<file path="config.mk">
export PLATFORM = sky130hd
export DESIGN_NAME = transaction_word_counter_flat
export DESIGN_NICKNAME = d
export VERILOG_FILES = /design/src/rtl/transaction_word_counter_if.sv /design/src/rtl/transaction_word_counter.sv /design/src/flat_wrapper.sv
export SDC_FILE = /design/constraint.sdc
export NUM_CORES = 1
export LEC_CHECK = 0
export ABC_CLOCK_PERIOD_IN_PS = 1220
export CAP_MARGIN = 10
export CORE_UTILIZATION = 25
export DETAILED_ROUTE_END_ITERATION = 10
export PLACE_DENSITY = 0.57
export SETUP_SLACK_MARGIN = 0.2
export SYNTH_ARGS = -nofsm -noshare
export SYNTH_HDL_FRONTEND = slang
export SYNTH_SLANG_ARGS = --single-unit
</file>
<file path="constraint.sdc">
create_clock -name clk -period 1.22 [get_ports clk]
set_input_delay 0.366 -clock clk [delete_from_list [all_inputs] [get_ports clk]]
set_output_delay 0.366 -clock clk [all_outputs]
set_load 0.01 [all_outputs]
</file>
<file path="src/rtl/transaction_word_counter_if.sv">
// Query/snoop bundle between the FIFO-out stage, the transaction FSM and the word counter.
// The slave modport belongs to the counter; the master modport drives pops, queries and init.
interface transaction_word_counter_if #(
    parameter int NUM_OUT     = 4,
    parameter int COUNT_WIDTH = 5,
    parameter int IDX_WIDTH   = $clog2(NUM_OUT)
) ();
    logic                   init;
    logic                   idle;
    logic [NUM_OUT-1:0]     pop;
    logic [NUM_OUT-1:0]     fifo_empty;
    logic                   req;
    logic [IDX_WIDTH-1:0]   idx;
    logic [COUNT_WIDTH-1:0] data;
    logic                   valid;

    modport master (
        output init, idle, pop, fifo_empty, req, idx,
        input  data, valid
    );

    modport slave (
        input  init, idle, pop, fifo_empty, req, idx,
        output data, valid
    );
endinterface

</file>
<file path="src/rtl/transaction_word_counter.sv">
// Purpose: counts non-empty pops per output FIFO and reports cnt[idx] on req while idle.
// Latency: count visible 1 cycle after the pop; data/valid registered 1 cycle after req.
// Backpressure: none; pops are snooped, req is a level query dropped while idle is low.
module transaction_word_counter #(
    parameter int NUM_OUT     = 4,
    parameter int COUNT_WIDTH = 5,
    parameter int IDX_WIDTH   = $clog2(NUM_OUT)
) (
    input  logic                 clk,
    input  logic                 reset_L,
    transaction_word_counter_if.slave bus
);

    typedef enum logic {
        ST_WAIT   = 1'b0,
        ST_REPORT = 1'b1
    } state_t;

    state_t                 state_q, state_d;
    logic [COUNT_WIDTH-1:0] cnt_q [NUM_OUT];
    logic [COUNT_WIDTH-1:0] cnt_d [NUM_OUT];
    logic [COUNT_WIDTH-1:0] data_q, data_d;
    logic [COUNT_WIDTH-1:0] sel_cnt;
    logic                   query;

    always_ff @(posedge clk or negedge reset_L) begin
        if (!reset_L) begin
            state_q <= ST_WAIT;
            data_q  <= '0;
            for (int i = 0; i < NUM_OUT; i++) begin
                cnt_q[i] <= '0;
            end
        end else begin
            state_q <= state_d;
            data_q  <= data_d;
            for (int i = 0; i < NUM_OUT; i++) begin
                cnt_q[i] <= cnt_d[i];
            end
        end
    end

    // Counters wrap naturally at the register width; init beats a same-cycle pop.
    always_comb begin
        for (int i = 0; i < NUM_OUT; i++) begin
            cnt_d[i] = cnt_q[i];
            if (bus.init) begin
                cnt_d[i] = '0;
            end else if (bus.pop[i] && !bus.fifo_empty[i]) begin
                cnt_d[i] = cnt_q[i] + COUNT_WIDTH'(1);
            end
        end
    end

    // Select from the pre-increment counter so a colliding pop reports the old value.
    always_comb begin
        sel_cnt = '0;
        for (int i = 0; i < NUM_OUT; i++) begin
            if (IDX_WIDTH'(i) == bus.idx) begin
                sel_cnt = cnt_q[i];
            end
        end
    end

    assign query = bus.req && bus.idle;

    always_comb begin
        state_d = state_q;
        data_d  = data_q;
        if (bus.init) begin
            state_d = ST_WAIT;
            data_d  = '0;
        end else begin
            case (state_q)
                ST_WAIT: begin
                    if (query) begin
                        state_d = ST_REPORT;
                        data_d  = sel_cnt;
                    end
                end
                ST_REPORT: begin
                    if (query) begin
                        data_d = sel_cnt;
                    end else begin
                        state_d = ST_WAIT;
                    end
                end
                default: state_d = ST_WAIT;
            endcase
        end
    end

    assign bus.data  = data_q;
    assign bus.valid = (state_q == ST_REPORT);

endmodule

</file>
<file path="src/flat_wrapper.sv">
// flat-port wrapper written by rule: the top's interface ports become plain ports
module transaction_word_counter_flat 
#(
    parameter int NUM_OUT     = 4,
    parameter int COUNT_WIDTH = 5,
    parameter int IDX_WIDTH   = $clog2(NUM_OUT)
)
  (clk, reset_L, bus_init, bus_idle, bus_pop, bus_fifo_empty, bus_req, bus_idx, bus_data, bus_valid);
  transaction_word_counter_if #(.NUM_OUT(NUM_OUT), .COUNT_WIDTH(COUNT_WIDTH), .IDX_WIDTH(IDX_WIDTH)) bus_i ();
  input  logic clk;
  input  logic reset_L;
  input wire logic [$bits(bus_i.init)-1:0] bus_init;
  input wire logic [$bits(bus_i.idle)-1:0] bus_idle;
  input wire logic [$bits(bus_i.pop)-1:0] bus_pop;
  input wire logic [$bits(bus_i.fifo_empty)-1:0] bus_fifo_empty;
  input wire logic [$bits(bus_i.req)-1:0] bus_req;
  input wire logic [$bits(bus_i.idx)-1:0] bus_idx;
  output wire logic [$bits(bus_i.data)-1:0] bus_data;
  output wire logic [$bits(bus_i.valid)-1:0] bus_valid;
  assign bus_i.init = bus_init;
  assign bus_i.idle = bus_idle;
  assign bus_i.pop = bus_pop;
  assign bus_i.fifo_empty = bus_fifo_empty;
  assign bus_i.req = bus_req;
  assign bus_i.idx = bus_idx;
  assign bus_data = bus_i.data;
  assign bus_valid = bus_i.valid;
  transaction_word_counter #(.NUM_OUT(NUM_OUT), .COUNT_WIDTH(COUNT_WIDTH), .IDX_WIDTH(IDX_WIDTH)) u_core (.clk(clk), .reset_L(reset_L), .bus(bus_i));
endmodule
</file>
-- Yosys cells after proc, flatten, opt, wreduce, memory -nomap -nowiden
Cells that the tools add are included.
- output and inout bits: 6
- flip-flop bits (word level): 26
- mux-type cells: 16
- eq/ne operators: 3
- reduce and logical (&&, ||, !) cells: 15
- add/sub/neg operators: 4
- operator list (kind ; count):
    $mux 5 ; 14
    $add 5x1->5 const B ; 4
    $reduce_bool 2->1 ; 5
    $logic_and 1x1->1 ; 5
    $eq 2x2->1 const A ; 2
    $logic_not 1->1 ; 4
    $eq 1x2->1 const A ; 1
    $logic_not 2->1 ; 1
    $mux 1 ; 2

-- Longest topological paths before layout
- depth in word-level cells: 7
- depth in mapped cells: 4

-- Worst setup path before layout
Ideal clock, no wire load.
- path kind: in2reg
- start point: in bus_idx[0]
- end point: reg u_core.data_q[3], in the netlist u_core.bus.data[3]
- data arrival time: 1.090 ns
- path buffers: 1
- data required time: 1.099 ns
- cell stages on the path: 4
- slack: 0.010 ns
- path through: buf_6 mux4_2 nand3_1 a21oi_1
- cells in the longest elaborated chain, start to end: 7
- ends and longest elaborated chain (element ; line ; source):
    start: declaration ; flat_wrapper.sv:17 ; input wire logic [$bits(bus_i.idx)-1:0] bus_idx;
    $logic_not 2->1 ; transaction_word_counter.sv:58 ; if (IDX_WIDTH'(i) == bus.idx) begin
    $mux 5 (3 in series) ; transaction_word_counter.sv:58 ;
    $mux 5 (*) ; transaction_word_counter.sv:58 ;
    $mux 5 (*) ; transaction_word_counter.sv:75, transaction_word_counter.sv:81 ;
    $mux 5 (*) ; transaction_word_counter.sv:69 ; if (bus.init) begin
    end signal: assignment ; transaction_word_counter.sv:35 ; data_q <= data_d;
    end: declaration ; transaction_word_counter.sv:22 ; logic [COUNT_WIDTH-1:0] data_q, data_d;
Mark *: on every way between the ends. The rest lies on a longest branch, timed or not. The select of a mux whose other input is x is not followed.
A chain may end at the register's enable or synchronous reset.

-- Worst setup path in the final report
- start point: reg u_core.cnt_q[0] (netlist bit)
- end point: reg u_core.data_q[0], in the netlist u_core.bus.data[0]
- cells in the longest elaborated chain, start to end: 3
- ends and longest elaborated chain (element ; line ; source):
    start: declaration ; transaction_word_counter.sv:20 ; logic [COUNT_WIDTH-1:0] cnt_q [NUM_OUT];
    start signal: indexed assignment ; transaction_word_counter.sv:37 ; cnt_q[i] <= cnt_d[i];
    $mux 5 ; transaction_word_counter.sv:58 ;
    $mux 5 ; transaction_word_counter.sv:75, transaction_word_counter.sv:81 ;
    $mux 5 ; transaction_word_counter.sv:69 ;
No other way between the ends. The select of a mux whose other input is x is not followed.

==> results by group <==
Timing
  • Fmax: between 0.8 and 0.9 GHz
  • Final count of pins violating max slew: 0
  • Final setup violation count: 0
  • Actual slew at the worst max-slew pin: 0.211 ns
  • Clock period minus worst slack: around 1.2 ns
  • Clock Skew: roughly 0.00072 ns
  • RSZ-0062 raised after global routing: true
  • Worst slew margin: 0.859
  • Hold Fails Final Rpt: 0
  • Setup TNS: 0 ns
  • Fin crit share: 0.979

Min path
  • Hold Path Class: in2async

Finish
  • Commonest non-fill, non-tap cells in the layout: 29 x buf_4, 21 x nor2_1, 19 x dfrtp_1
  • Utilization after layout: 0.416
  • Area growth from synthesis to layout: 59.0%
  • Commonest non-fill, non-tap cell in the layout: buf_4
  • Design area: between 2000 and 2500 um^2
  • Layout cells sized above 1: 0.508
  • # nets final: 200
  • ANT cells: 0
  • Final std cells w/o fill: about 250

Critical path
  • Critical Path RT: between 1 and 1.5 ns
  • Worst Setup End Kind: flop
  • WP data arrival: roughly 1.4 ns
  • Critical path class: reg2reg
  • Crit-path max FO: 3
  • Crit start category: flop

Logic synthesis
  • Syn avg cell area: around 11 um^2
  • Mux cell area share after synthesis: 0.179
  • Share of the synthesized area in the top cell type: 0.481
  • Leading area contributor after synthesis: dfrtp_1
  • Synth Area in XOR/XNOR: 0.0518
  • Post-Syn Instances: between 100 and 150
  • Register area share after synthesis: 0.481
  • Async set-reset flop share out of synthesis: 1.00
  • Synthesized Nets: 139
  • Syn Std Cell Area: about 1400 um^2
  • Synthesis-stage register bit count: 26
  • Simple-Gate Fraction of Synth Area: 0.212
  • Synth Flop Type: dfrtp_1
  • Yosys warns: 0
  • Synth top area cells: dfrtp_1 48%, mux4_2 8.3%, mux2_2 6.7%
  • Post-synth EDFFs: 0
  • Synth unique cells: 18
  • Synth Area in Adders: 0.0370
  • Compound-Gate Fraction of Synth Area: 0.0185
  • Largest family of logic cells by synthesized area: simple AND/OR/NAND/NOR gates

Die
  • Number of I/O pins: 21
  • Die W: approximately 76 um
  • Core Box Area: between 5000 and 6000 um^2
  • Placement Rows: 26
  • Starting density of the core: 0.262
  • Die Area: between 5000 and 6000 um^2
  • Die Y: 75.6 um

Placed design
  • Post-Place Cells: approximately 220
  • Cell area after placement: between 1500 and 2000 um^2
  • DP HPWL: roughly 2100 um
  • IO buf count: 20
  • GP Congestion: about 0.76

Run status
  • Status: finished, final reports clean

Power and ir drop
  • LEAKAGE: ~1 nW
  • Worst vdd ir: roughly 0.36 mV
  • Pwr/cell area: a little under 800 nW/um^2
  • Tot Pwr: 1.70 mW

Clock tree
  • Root buffer cell: clkbuf_8
  • Later-pin clock latency in the skew report: roughly 0.27 ns
  • Post-CTS Hold Buffers: 0
  • TritonCTS Buffers: 3
  • Clock tree from TritonCTS: done
  • Clock Path Buffers: 2
  • Max H-tree Level: 1
  • Clock Sinks: 26
  • Clock transition at the registers of the reported paths: 0.09 ns

GRT
  • First-pass GRT wire length: 5610 um
  • Tot GR Track Use: 0.135
  • Pin count of the biggest net entering global routing: 27
  • Initial antenna violation count: 0
  • Remaining Overflow, GRT: 0
  • Vias in the first global route: between 1000 and 1500

Routing
  • DR pass1 iterations: 4
  • Via density: ~4.5
  • Via count: about 1100
  • DR WL/cell: between 10 and 15 um
  • DR iter-0 viols: 65
  • Routed WL: around 3400 um
  • DRC: 0
  • Final ANT Viol Nets: 0

Flow run
  • Max-cap violation count: 0
-- per-stage QoR --
| step | hold WS [ns] | worst slack [ns] |
|---|---|---|
| 4_1_cts | 0.447 | 0.0307 |
| 3_3_place_gp | 0.514 | -0.549 |
| 2_1_floorplan | 0.0704 | 0.0315 |
| 3_5_place_dp | 0.517 | -0.544 |
| 6_report | 0.440 | 0.0259 |
| 5_1_grt | 0.456 | 0.0158 |
-- power breakdown --
part	internal [mW]	switching [mW]
logic	0.179	0.123
registers	0.883	0.0296
clock network	0.222	0.267
-- logic make-up after synthesis --
logic type | count (synthesis)
and+or+nand+nor | 56
buffers and inverters | 4
DFF | 26
xor gates and xnor gates | 8
muxes | 17
AOI/OAI and AO/OA | 5
adders and majority gates | 4
-- Yosys cell counts (5+ instances only) --
cell type and number:
a21oi_1 5, dfrtp_1 26, mux2_2 8, mux4_2 5, nand2_1 6, nand3_1 5, nand4_1 8, nor2_1 21
nor2b_1 8
-- final cells by class --
type                            instances  area [um^2]
Clock buffer                            3         41.3
Sequential cell                        26          659
Tap cell                               70         87.6
Multi-Input combinational cell         90          811
Timing Repair Buffer                   60          553
Fill cell                             468         3020
-- routing by layer --
layer	vias up	wire length, um	track usage
li1	542	-	-
met1	549	1420	0.148
met2	19	1820	0.257
met3	4	110	0.0185
met4	0	57	0.0638
met5	-	0	0
-- final timing paths --
check,from,endpoint,slack (ns),cells past startpoint
max,u_core.cnt_q[0],u_core.bus.data[0],0.03,3
min,reset_L,u_core.cnt_q[10],0.44,2
max reg2reg,u_core.cnt_q[0],u_core.bus.data[0],0.03,3
min reg2reg,u_core.bus.data[2],u_core.bus.data[2],0.54,2
max in group asynchronous,reset_L,u_core.cnt_q[6],0.61,2
min in group clk,bus_fifo_empty[1],u_core.cnt_q[12],0.47,4
-- worst max-delay path, stage by stage, from the launching register on --
cell	delay [ns]
dfrtp_2	0.45
mux4_2	0.49
nand3_2	0.09
a21oi_2	0.06
-- timing repair --
item,CTS,global route
pin swaps,19,16
resized for setup,73,15
cloned,1,0
buffers inserted,16,8
setup endpoints to repair,32,29
-- state kept, by name, summed over array words and instances, names as in the netlist --
signal	count
u_core.cnt_q	20
u_core.bus.data	5
u_core.bus.valid	1
Note: power is estimated with default switching activity, not from simulation.
